## config.mk

```make
export PLATFORM = sky130hd
export DESIGN_NAME = dmux_nch_router
export DESIGN_NICKNAME = d
export VERILOG_FILES = /design/src/rtl/dmux_pkg.sv /design/src/rtl/dmux_ch_fifo.sv /design/src/rtl/dmux_nch_router.sv
export SDC_FILE = /design/constraint.sdc
export NUM_CORES = 1
export LEC_CHECK = 0
export BUFFER_PORTS_ARGS = -buffer_cell sky130_fd_sc_hd__buf_2
export CORE_MARGIN = 4
export CORE_UTILIZATION = 45
export CTS_CLUSTER_SIZE = 16
export DETAILED_ROUTE_END_ITERATION = 10
export HOLD_SLACK_MARGIN = 0.08
export PLACE_DENSITY = 0.63
export SYNTH_ARGS = -nofsm -noshare
export SYNTH_HDL_FRONTEND = slang
export SYNTH_SLANG_ARGS = --single-unit
```

## constraint.sdc

```tcl
create_clock -name clk_i -period 6.2 [get_ports clk_i]
set_input_delay 0.31 -clock clk_i [delete_from_list [all_inputs] [get_ports clk_i]]
set_output_delay 0.31 -clock clk_i [all_outputs]
set_load 0.005 [all_outputs]
```

## src/rtl/dmux_pkg.sv

```systemverilog
// Shared types, defaults and helpers for the N-channel data demultiplexer.
package dmux_pkg;

  localparam int DMUX_DATA_WIDTH_DEF = 39;
  localparam int DMUX_CNT_W_DEF      = 8;

  typedef logic [DMUX_CNT_W_DEF-1:0] dmux_cnt_t;

  // Select width for a channel count; never narrower than one bit.
  function automatic int sel_w(input int num_ch);
    int w;
    w = $clog2(num_ch);
    return (w < 1) ? 1 : w;
  endfunction

endpackage

```

## src/rtl/dmux_ch_fifo.sv

```systemverilog
// Per-channel FIFO: a push becomes visible at the head next cycle; no push while full.
// The head reads as zero while the FIFO is empty, so idle channels present a clean bus.
module dmux_ch_fifo #(
  parameter int DATA_WIDTH = 39,
  parameter int FIFO_DEPTH = 2
) (
  input  logic                  clk_i,
  input  logic                  reset,
  input  logic                  push_i,
  input  logic [DATA_WIDTH-1:0] push_data_i,
  input  logic                  pop_i,
  output logic [DATA_WIDTH-1:0] head_o,
  output logic                  empty_o,
  output logic                  full_o
);

  localparam int AW = $clog2(FIFO_DEPTH);

  logic [DATA_WIDTH-1:0] mem_q [FIFO_DEPTH];
  logic [AW:0]           wr_q, wr_d;
  logic [AW:0]           rd_q, rd_d;
  logic                  do_push, do_pop;

  // Extra MSB is the wrap bit: equal indices with differing wrap bits means full.
  assign empty_o = (wr_q == rd_q);
  assign full_o  = (wr_q[AW-1:0] == rd_q[AW-1:0]) && (wr_q[AW] != rd_q[AW]);
  assign do_push = push_i & ~full_o;
  assign do_pop  = pop_i & ~empty_o;
  assign head_o  = empty_o ? '0 : mem_q[rd_q[AW-1:0]];

  always_comb begin
    wr_d = wr_q;
    rd_d = rd_q;
    if (do_push) wr_d = wr_q + 1'b1;
    if (do_pop)  rd_d = rd_q + 1'b1;
  end

  always_ff @(posedge clk_i or posedge reset) begin
    if (reset) begin
      wr_q <= '0;
      rd_q <= '0;
    end else begin
      wr_q <= wr_d;
      rd_q <= rd_d;
    end
  end

  always_ff @(posedge clk_i) begin
    if (do_push) mem_q[wr_q[AW-1:0]] <= push_data_i;
  end

endmodule

```

## src/rtl/dmux_nch_router.sv

```systemverilog
// Routes each accepted word into the FIFO of the channel named by data_in_sel; one-cycle latency.
// data_in_rdy drops only when the addressed FIFO is full; out-of-range selects are always taken and dropped.
module dmux_nch_router
  import dmux_pkg::*;
#(
  parameter  int DATA_WIDTH = DMUX_DATA_WIDTH_DEF,
  parameter  int NUM_CH     = 4,
  parameter  int FIFO_DEPTH = 2,
  parameter  int CNT_W      = DMUX_CNT_W_DEF,
  localparam int SEL_W      = sel_w(NUM_CH)
) (
  input  logic                         clk_i,
  input  logic                         reset,
  input  logic [DATA_WIDTH-1:0]        data_in,
  input  logic [SEL_W-1:0]             data_in_sel,
  input  logic                         data_in_vld,
  output logic                         data_in_rdy,
  output logic [NUM_CH*DATA_WIDTH-1:0] data_out,
  output logic [NUM_CH-1:0]            data_out_vld,
  input  logic [NUM_CH-1:0]            data_out_rdy,
  output logic                         err_bad_sel,
  output logic [CNT_W-1:0]             drop_cnt
);

  logic [NUM_CH-1:0]     sel_oh, full, empty, push, pop;
  logic [DATA_WIDTH-1:0] head [NUM_CH];
  logic                  bad_sel, accept, drop;
  logic                  err_q, err_d;
  logic [CNT_W-1:0]      cnt_q, cnt_d;

  always_comb begin
    sel_oh = '0;
    for (int c = 0; c < NUM_CH; c++) begin
      if (data_in_sel == SEL_W'(c)) sel_oh[c] = 1'b1;
    end
  end

  // No decoded channel means the select is out of range.
  assign bad_sel     = ~|sel_oh;
  assign data_in_rdy = ~reset & (bad_sel | |(sel_oh & ~full));
  assign accept      = data_in_vld & data_in_rdy;
  assign push        = {NUM_CH{accept}} & sel_oh;
  assign drop        = accept & bad_sel;
  assign pop         = data_out_vld & data_out_rdy;

  for (genvar c = 0; c < NUM_CH; c++) begin : gen_ch
    dmux_ch_fifo #(
      .DATA_WIDTH (DATA_WIDTH),
      .FIFO_DEPTH (FIFO_DEPTH)
    ) u_fifo (
      .clk_i       (clk_i),
      .reset       (reset),
      .push_i      (push[c]),
      .push_data_i (data_in),
      .pop_i       (pop[c]),
      .head_o      (head[c]),
      .empty_o     (empty[c]),
      .full_o      (full[c])
    );
    assign data_out[c*DATA_WIDTH +: DATA_WIDTH] = head[c];
    assign data_out_vld[c]                      = ~empty[c];
  end

  always_comb begin
    err_d = drop;
    cnt_d = cnt_q;
    if (drop && (cnt_q != {CNT_W{1'b1}})) cnt_d = cnt_q + 1'b1;
  end

  always_ff @(posedge clk_i or posedge reset) begin
    if (reset) begin
      err_q <= 1'b0;
      cnt_q <= '0;
    end else begin
      err_q <= err_d;
      cnt_q <= cnt_d;
    end
  end

  assign err_bad_sel = err_q;
  assign drop_cnt    = cnt_q;

endmodule

```

==> flow_summary.toml, run 1 <==
[setup_path]
start_kind = "register"
reg2reg_slack_ps = 3080
r2r_end = "gen_ch[1].u_fifo.mem_q[0][17]"
rr_startpoint = "gen_ch[1].u_fifo.rd_q[0]"
critPathTopFamily = "simple AND/OR/NAND/NOR gates"
critPathSlowestCell = "nor2_4"
cp-startpoint = "gen_ch[1].u_fifo.rd_q[0]"
worst-path-buf-inv = 1
cp_num_cells = 4
cp_cell_sequence = "xor2_1 > nor2_4 > nor2_1 > buf_2"
required_ps = 5890
worstRegToRegCells = 4
cp_slowest_stage_delay_ps = 1020
endpoint = "data_out[49]"
path_class = "reg2out"
path_max_fanout = 42
arrival_ps = 3220
cp-end-kind = "primary output"

[yosys]
synth.area.top_cells = "edfxtp_1, mux2i_1, dfrtp_1, nor2_1, xnor2_1"
ys_ff_latch = 337
ys_seq_area_share_pct = 77.6
syn_area_mm2 = 0.0129
synthFlopType = "edfxtp_1"
synth_top_cell_by_area = "edfxtp_1"
yosys_warnings = 0
syn-num-nets = 818
synth-edff-count = 312
avgSynthCellArea_um2 = 16.7
synth_cell_type_count = 20
synth_top_area_share_pct = 72.7
async_flop_share_pct = 7.42
syn_inst = 770

[status]
status = "finished clean"

[timing]
hold_viol = 0
slew_headroom_pct = 16.0
slew_viol_final = 0
tns_ps = 0
period_needed_ps = 3530
skew_ps = 14.8
worst_slack_ps = 2670
worst_pin_slew_ps = 1260
setup_viol_count_final = 0
fmax_mhz = 284
finalCritPeriodShare_pct = 56.9
rsz0062_at_grt = "no"

[flow_run]
cap_violations = 0

[grt]
overflow = 0
grt_max_degree = 44
antenna_found_initial = 1
grtUsageTotal_pct = 18.5
grt_pass1_vias = 7263
grt_pass1_wl_mm = 43.5

[cells_and_area]
diodes = 0
layout_common_cells = "edfxtp_1, buf_2, nor2_1, mux2i_1, clkbuf_16"
final_core_util_pct = 56.1
fin_area_mm2 = 0.0157
final_common_cell = "edfxtp_1"
nNetsFinal = 1061
area_delta_synth_final_pct = 22.0
drive_gt1_share_pct = 28.1

[placement]
gp_congestion = 0.726
hpwl_mm = 17.3
pre_cts_ws_ps = 3010
place_area_mm2 = 0.0144
io_buffers = 217

[cts]
cts_resized = 0
ctsHoldBuffers = 23
numCtsBuffers = 36
clk_pin_slew_ps = 60
clockBufferDepth = 3
root_buffer = "clkbuf_16"
insertion_delay_ps = 510
cts-htree-levels = 2
tritoncts_num_sinks = 337
cts_tree = "done"
postCtsSetupBuffers = 0

[floorplanning]
die_w_um = 177
die_area_mm2 = 0.0314
rows = 61
start_util_pct = 46.0
die_y_um = 177
core_area_mm2 = 0.0280
ios = 218

[detailed_routing]
drt_iter0_markers = 448
antenna_left = 0
routed_wl_mm = 29.4
viasPerCell = 5.04
wl_per_cell_um = 20.8
drc = 0
vias = 7127
firstDrtPassIters = 5

[power_and_ir_drop]
ir_worst_vdd_v = 0.000245
power_mw = 7.56
powerDensity_mw_per_mm2 = 481
p_leak_nw = 6.20

[worst_hold_path]
min_path_type = "in2async"
[synthesized netlist by cell type, types with 3 or more instances]
master and instances:
buf_2 33, clkbuf_1 12, dfrtp_1 25, edfxtp_1 312
inv_1 12, mux2i_1 156, nor2_1 165, nor2b_1 3
o2111ai_1 4, o211ai_1 7, o21ai_0 7, xnor2_1 19
xor2_1 8
[final cells by class]
cell class / instances / area (um^2)
clock buffer: 45 / 976
clock inverter: 16 / 128
fill: 2242 / 12300
inverter: 12 / 45.0
multi-input combinational: 376 / 2690
sequential: 337 / 10000
tap: 378 / 473
timing repair buffer: 250 / 1390
[registers in the layout, indices dropped and copies added (netlist names)]
| name | cells |
|---|---|
| gen_ch.u_fifo.mem_q | 312 |
| drop_cnt | 8 |
| gen_ch.u_fifo.rd_q | 8 |
| gen_ch.u_fifo.wr_q | 8 |
| err_bad_sel | 1 |
[power by group]
group / leakage, nW / internal [mW] / switching, mW
registers: 3.12 / 2.65 / 0.329
clock network: 0.543 / 1.19 / 0.817
logic: 2.53 / 1.12 / 1.46
[worst min-delay path by stage]
stage	slack [ps]	depth (start not counted)	endpoint	from
2_1_floorplan	340	1	drop_cnt[0]	reset
3_3_place_gp	360	0	drop_cnt[0]	drop_cnt[0]
3_5_place_dp	360	0	drop_cnt[6]	drop_cnt[6]
4_1_cts	80	1	gen_ch[2].u_fifo.mem_q[0][13]	data_in[13]
5_1_grt	90	1	gen_ch[0].u_fifo.mem_q[1][7]	data_in[7]
6_report	90	2	gen_ch[3].u_fifo.rd_q[0]	reset
[per-layer routing]
metal | track usage, % | vias up | part of all wire (%)
met5 | 0 | - | 0.044
met4 | 4.09 | 2 | 1.3
met3 | 3.38 | 36 | 6.0
met2 | 29.7 | 224 | 47
met1 | 26.8 | 3568 | 46
li1 | - | 3297 | -
[cells by family after synthesis]
group,count (synthesis),synth area share [%]
other cells,1,0.0291
xor+xnor,28,1.96
compound gates,21,1.29
buf+inv,57,1.98
flops,337,77.6
simple gates,170,5.03
mux,156,12.1
[metrics by stage]
| step | hold slack [ps] | instances |
|---|---|---|
| 2_1_floorplan | 337 | 770 |
| 6_report | 93.4 | 1414 |
| 5_1_grt | 89.9 | 1414 |
| 4_1_cts | 80.0 | 1414 |
| 3_5_place_dp | 360 | 1330 |
| 3_3_place_gp | 360 | 1330 |
(Power assumes the default switching activity.)
==> inputs of run 2 (changes only) <==
ABC_AREA = 1   (was unset)
clock period = 3.7 ns   (was 6.2 ns; I/O delays follow)
==> run 2 against run 1 <==
  * Sequential share of layout area shrank 0.84 points
  * Total power grew 63%
  * Worst setup slack lost 1800 ps
  * Largest cell class unchanged
  * Count of clock-buffer cells in the layout is the same
  * Via count grew 16%
  * Cell count grew 17%
  * Clock skew shrank 1.9 ps
==> flow_summary.toml, run 2 <==
[setup_path]
arrival_ps = 2670
path_class = "reg2out"
cp_num_cells = 5
critPathSlowestCell = "a21oi_4"
cp_slowest_stage_delay_ps = 780
worstRegToRegCells = 11
path_max_fanout = 28
required_ps = 3510
start_kind = "register"
cp_cell_sequence = "nand2_1 > a21oi_4 > buf_4 > a21oi_1 > buf_2"
cp-end-kind = "primary output"
critPathTopFamily = "compound AO/OA/AOI/OAI gates"
worst-path-buf-inv = 2

[power_and_ir_drop]
ir_worst_vdd_v = 0.000395
powerDensity_mw_per_mm2 = 773
power_mw = 12.3
p_leak_nw = 6.25

[yosys]
syn_area_mm2 = 0.0128
syn-num-nets = 1041
synth.area.top_cells = "edfxtp_1, nand2_1, a21oi_1, dfrtp_1, buf_2"
synth_cell_type_count = 18
ys_ff_latch = 337
yosysMostFrequentCell = "nand2_1"
synth_top_area_share_pct = 73.0
synthTopCellsByCount = "nand2_1, edfxtp_1, a21oi_1, clkbuf_1, inv_1"
avgSynthCellArea_um2 = 12.9
synth-edff-count = 312
ys_seq_area_share_pct = 77.9
synth_top_cell_by_area = "edfxtp_1"
yosys_warnings = 0
synthFlopType = "edfxtp_1"
syn_inst = 993
async_flop_share_pct = 7.42

[detailed_routing]
firstDrtPassIters = 5
vias = 8265
drc = 0
drt_iter0_markers = 629
antenna_left = 0
viasPerCell = 4.99
routed_wl_mm = 32.5
wl_per_cell_um = 19.6

[floorplanning]
die_area_mm2 = 0.0313
start_util_pct = 45.9
ios = 218
die_w_um = 177
die_y_um = 177
core_area_mm2 = 0.0279
rows = 61

[timing]
worst_slack_ps = 846
tns_ps = 0
finalCritPeriodShare_pct = 77.1
period_needed_ps = 2850
skew_ps = 12.9
hold_viol = 0
hold_ws_ps = 133
rsz0062_at_grt = "no"
worst_pin_slew_ps = 977
slew_headroom_pct = 34.9
fmax_mhz = 350
setup_viol_count_final = 0
slew_viol_final = 0

[cts]
numCtsBuffers = 35
ctsHoldBuffers = 47
tritoncts_num_sinks = 337
clockBufferDepth = 3
postCtsSetupBuffers = 0
cts_resized = 0
root_buffer = "clkbuf_16"
insertion_delay_ps = 510
cts-htree-levels = 2
cts_tree = "done"
clk_pin_slew_ps = 60

[placement]
pre_cts_ws_ps = 1090
hpwl_mm = 20.7
dp_cells = 1548
place_area_mm2 = 0.0144
io_buffers = 217
gp_congestion = 0.801

[grt]
antenna_found_initial = 0
grt_max_degree = 41
grtUsageTotal_pct = 20.8
grt_pass1_vias = 8333
overflow = 0
grt_pass1_wl_mm = 49.5

[flow_run]
cap_violations = 0

[cells_and_area]
fin_cells = 1656
layout_common_cells = "nand2_1, edfxtp_1, buf_2, a21oi_1, dlygate4sd3_1"
area_delta_synth_final_pct = 24.0
final_common_cell = "nand2_1"
fillers = 2284
final_core_util_pct = 57.0
drive_gt1_share_pct = 24.3
nNetsFinal = 1302
largest_register_ffs = 312
fin_area_mm2 = 0.0159
diodes = 0

[worst_hold_path]
min_path_type = "in2reg"
min_delay_path_depth = 4

[status]
status = "finished clean"
==> run 2: power breakdown <==
part           total [mW]  switching (mW)  internal (mW)  leakage, nW
clock network        3.33            1.37           1.96        0.524
logic                4.36            2.86           1.50         2.60
registers            4.61           0.221           4.39         3.12
total                12.3            4.46           7.85         6.25
==> run 2: area by class of cell <==
cell class | instances | area (um^2) | share of cell area [%]
flip-flops and latches | 337 | 10000 | 62.8
multi-input cells | 559 | 2490 | 15.6
repair buffers | 284 | 1730 | 10.9
clock buffers | 45 | 956 | 6.01
well taps | 378 | 473 | 2.97
inverters | 37 | 139 | 0.873
clock inverters | 16 | 125 | 0.786
==> run 2: worst register-to-register path: cells and delay by family, from the launching register on <==
family,cells,cell delay (ps)
buffers and inverters,3,450
flip-flops,1,620
AND/OR/NAND/NOR,8,1230
==> run 2: cells by family (layout without fill, tap and decap cells) <==
group / Yosys count / count (layout) / share of synthesized area [%]
compound gates: 160 / 160 / 6.36
xor+xnor: 13 / 13 / 0.887
buf+inv: 97 / 382 / 3.19
flops: 337 / 337 / 77.9
other cells: 1 / 1 / 0.0292
simple gates: 385 / 385 / 11.6
==> run 2: final timing paths <==
check	start	end	slack, ps
worst min register to register	drop_cnt[0]	drop_cnt[0]	370
max in group asynchronous	reset	gen_ch[2].u_fifo.rd_q[0]	2890
worst max-delay path	gen_ch[0].u_fifo.rd_q[0]	data_out[19]	850
worst max register to register	gen_ch[3].u_fifo.rd_q[0]	gen_ch[1].u_fifo.mem_q[1][9]	1100
worst min-delay path	data_in_sel[0]	gen_ch[0].u_fifo.wr_q[0]	130
min in group asynchronous	reset	gen_ch[1].u_fifo.wr_q[1]	230
==> run 2: layer usage <==
layer / vias to the layer above / share of wire, % / routed length (um) / track usage, %
li1: 3933 / - / - / -
met1: 3992 / 42 / 13700 / 28.4
met2: 287 / 49 / 15900 / 34.3
met3: 53 / 6.2 / 2030 / 4.06
met4: 0 / 2.5 / 807 / 5.80
met5: - / 0 / 0 / 0
==> inputs of run 3 (changes only) <==
clock period = 2.91 ns   (was 3.7 ns; I/O delays follow)
==> run 3 against run 2 <==
  * Cell count increased by 0.60%
  * Global-route usage barely moved
  * Clock skew about the same
  * Utilization increased by 0.65 points
  * Register-to-register slack got worse by 510 ps
  * Total power up 29%
==> flow_summary.toml, run 3 (synthesis results as in run 2) <==
[setup_path]
cp_cell_sequence = "nand2_1 > a21oi_4 > buf_4 > a21oi_1 > buf_2"
path_class = "reg2out"
critPathSlowestCell = "dfrtp_2"
cp-end-kind = "primary output"
cp_slowest_stage_delay_ps = 620
reg2reg_slack_ps = 590
path_max_fanout = 19
required_ps = 2760
arrival_ps = 2430
r2r_end = "gen_ch[0].u_fifo.mem_q[0][33]"
critPathTopFamily = "compound AO/OA/AOI/OAI gates"
start_kind = "register"
rr_startpoint = "gen_ch[2].u_fifo.rd_q[0]"
worstRegToRegCells = 11
worst-path-buf-inv = 2

[cts]
cts-htree-levels = 2
insertion_delay_ps = 510
tritoncts_num_sinks = 337
root_buffer = "clkbuf_16"
numCtsBuffers = 36
cts_tree = "done"
postCtsSetupBuffers = 0
cts_resized = 0
clk_pin_slew_ps = 60
clockBufferDepth = 3

[detailed_routing]
drc = 0
vias = 8373
drt_iter0_markers = 558
wl_per_cell_um = 19.4
viasPerCell = 5.03
routed_wl_mm = 32.3
antenna_left = 0
firstDrtPassIters = 4

[cells_and_area]
multi_input_area_mm2 = 0.00249
layout_common_cells = "nand2_1, edfxtp_1, buf_2, a21oi_1, dlygate4sd3_1"
final_common_cell = "nand2_1"
regArea_mm2 = 0.0100
area_delta_synth_final_pct = 25.4
drive_gt1_share_pct = 25.4
nNetsFinal = 1311
largest_register_ffs = 312
fillers = 2285
diodes = 0
final_core_util_pct = 57.6

[floorplanning]
die_area_mm2 = 0.0313
start_util_pct = 45.9
rows = 61
ios = 218
core_area_mm2 = 0.0279
die_y_um = 177
die_w_um = 177

[placement]
gp_congestion = 0.782
hpwl_mm = 20.2
io_buffers = 217

[flow_run]
cap_violations = 0

[power_and_ir_drop]
powerDensity_mw_per_mm2 = 990
p_leak_nw = 6.34
power_mw = 15.9
ir_worst_vdd_v = 0.000550

[grt]
overflow = 0
grt_max_degree = 42
grt_pass1_wl_mm = 49.2
grt_pass1_vias = 8372
grtUsageTotal_pct = 20.8
antenna_found_initial = 1

[timing]
slew_viol_final = 0
rsz0062_at_grt = "no"
fmax_mhz = 388
setup_viol_count_final = 0
worst_pin_slew_ps = 605
skew_ps = 12.7
slew_headroom_pct = 59.6
finalCritPeriodShare_pct = 88.6
period_needed_ps = 2580
tns_ps = 0
hold_viol = 0

[worst_hold_path]
min_path_type = "in2reg"
min_delay_path_depth = 4
holdCritStartpoint = "data_in_sel[1]"
hold_end = "gen_ch[1].u_fifo.wr_q[0]"

[status]
status = "finished clean"
run 3: routing by layer:
layer | vias to the layer above | share of wire, % | track usage, %
met5 | - | 0.031 | 0
met4 | 2 | 3.3 | 7.61
met3 | 65 | 6.7 | 3.70
met2 | 294 | 48 | 33.9
met1 | 4049 | 42 | 28.3
li1 | 3963 | - | -
run 3: worst register-to-register path, cell delays in order (launching register included):
cell and delay [ps]:
dfrtp_2 620, inv_2 60, nand2_1 150, nand2_1 70, nand2_1 70, nand2_2 60, nand2_2 80, nor2_2 60
nor2_4 140, nand4_1 150, inv_2 290, buf_12 260
run 3: worst max path at each step:
stage	cells past startpoint	from	to
detailed placement	11	gen_ch[2].u_fifo.rd_q[0]	gen_ch[0].u_fifo.mem_q[0][33]
floorplan	10	gen_ch[3].u_fifo.rd_q[0]	gen_ch[0].u_fifo.mem_q[1][0]
global route	5	gen_ch[2].u_fifo.rd_q[0]	data_out[79]
finish	5	gen_ch[3].u_fifo.rd_q[0]	data_out[125]
CTS	5	gen_ch[3].u_fifo.rd_q[0]	data_out[125]
global placement	11	gen_ch[2].u_fifo.rd_q[0]	gen_ch[0].u_fifo.mem_q[0][33]
run 3: report_power, final:
| group | internal [mW] | leakage, nW | total [mW] | switching (mW) |
|---|---|---|---|---|
| Combinational | 1.95 | 2.65 | 5.65 | 3.70 |
| Sequential | 5.58 | 3.12 | 5.79 | 0.217 |
| Clock | 2.68 | 0.568 | 4.49 | 1.80 |
| Total | 10.2 | 6.34 | 15.9 | 5.72 |
run 3: area by class of cell:
class | count | share of cell area, %
timing repair buffer | 292 | 11.4
tap | 378 | 2.94
sequential | 337 | 62.1
multi-input combinational | 559 | 15.4
clock buffer | 40 | 5.82
clock inverter | 23 | 1.41
inverter | 37 | 0.863
run 3: stage by stage:
stage	setup WS [ps]	cell area, um^2	std cells	hold slack, ps
floorplan	373	12800	993	190
global placement	645	14400	1555	258
detailed placement	583	14400	1555	248
CTS	294	16100	1666	81.0
global route	181	16100	1666	133
finish	332	16100	1666	103
run 3: repair_timing:
item	4_1_cts	5_1_grt
hold buffers	48	0
endpoints found under the hold margin	334	0
setup endpoints to repair	0	0
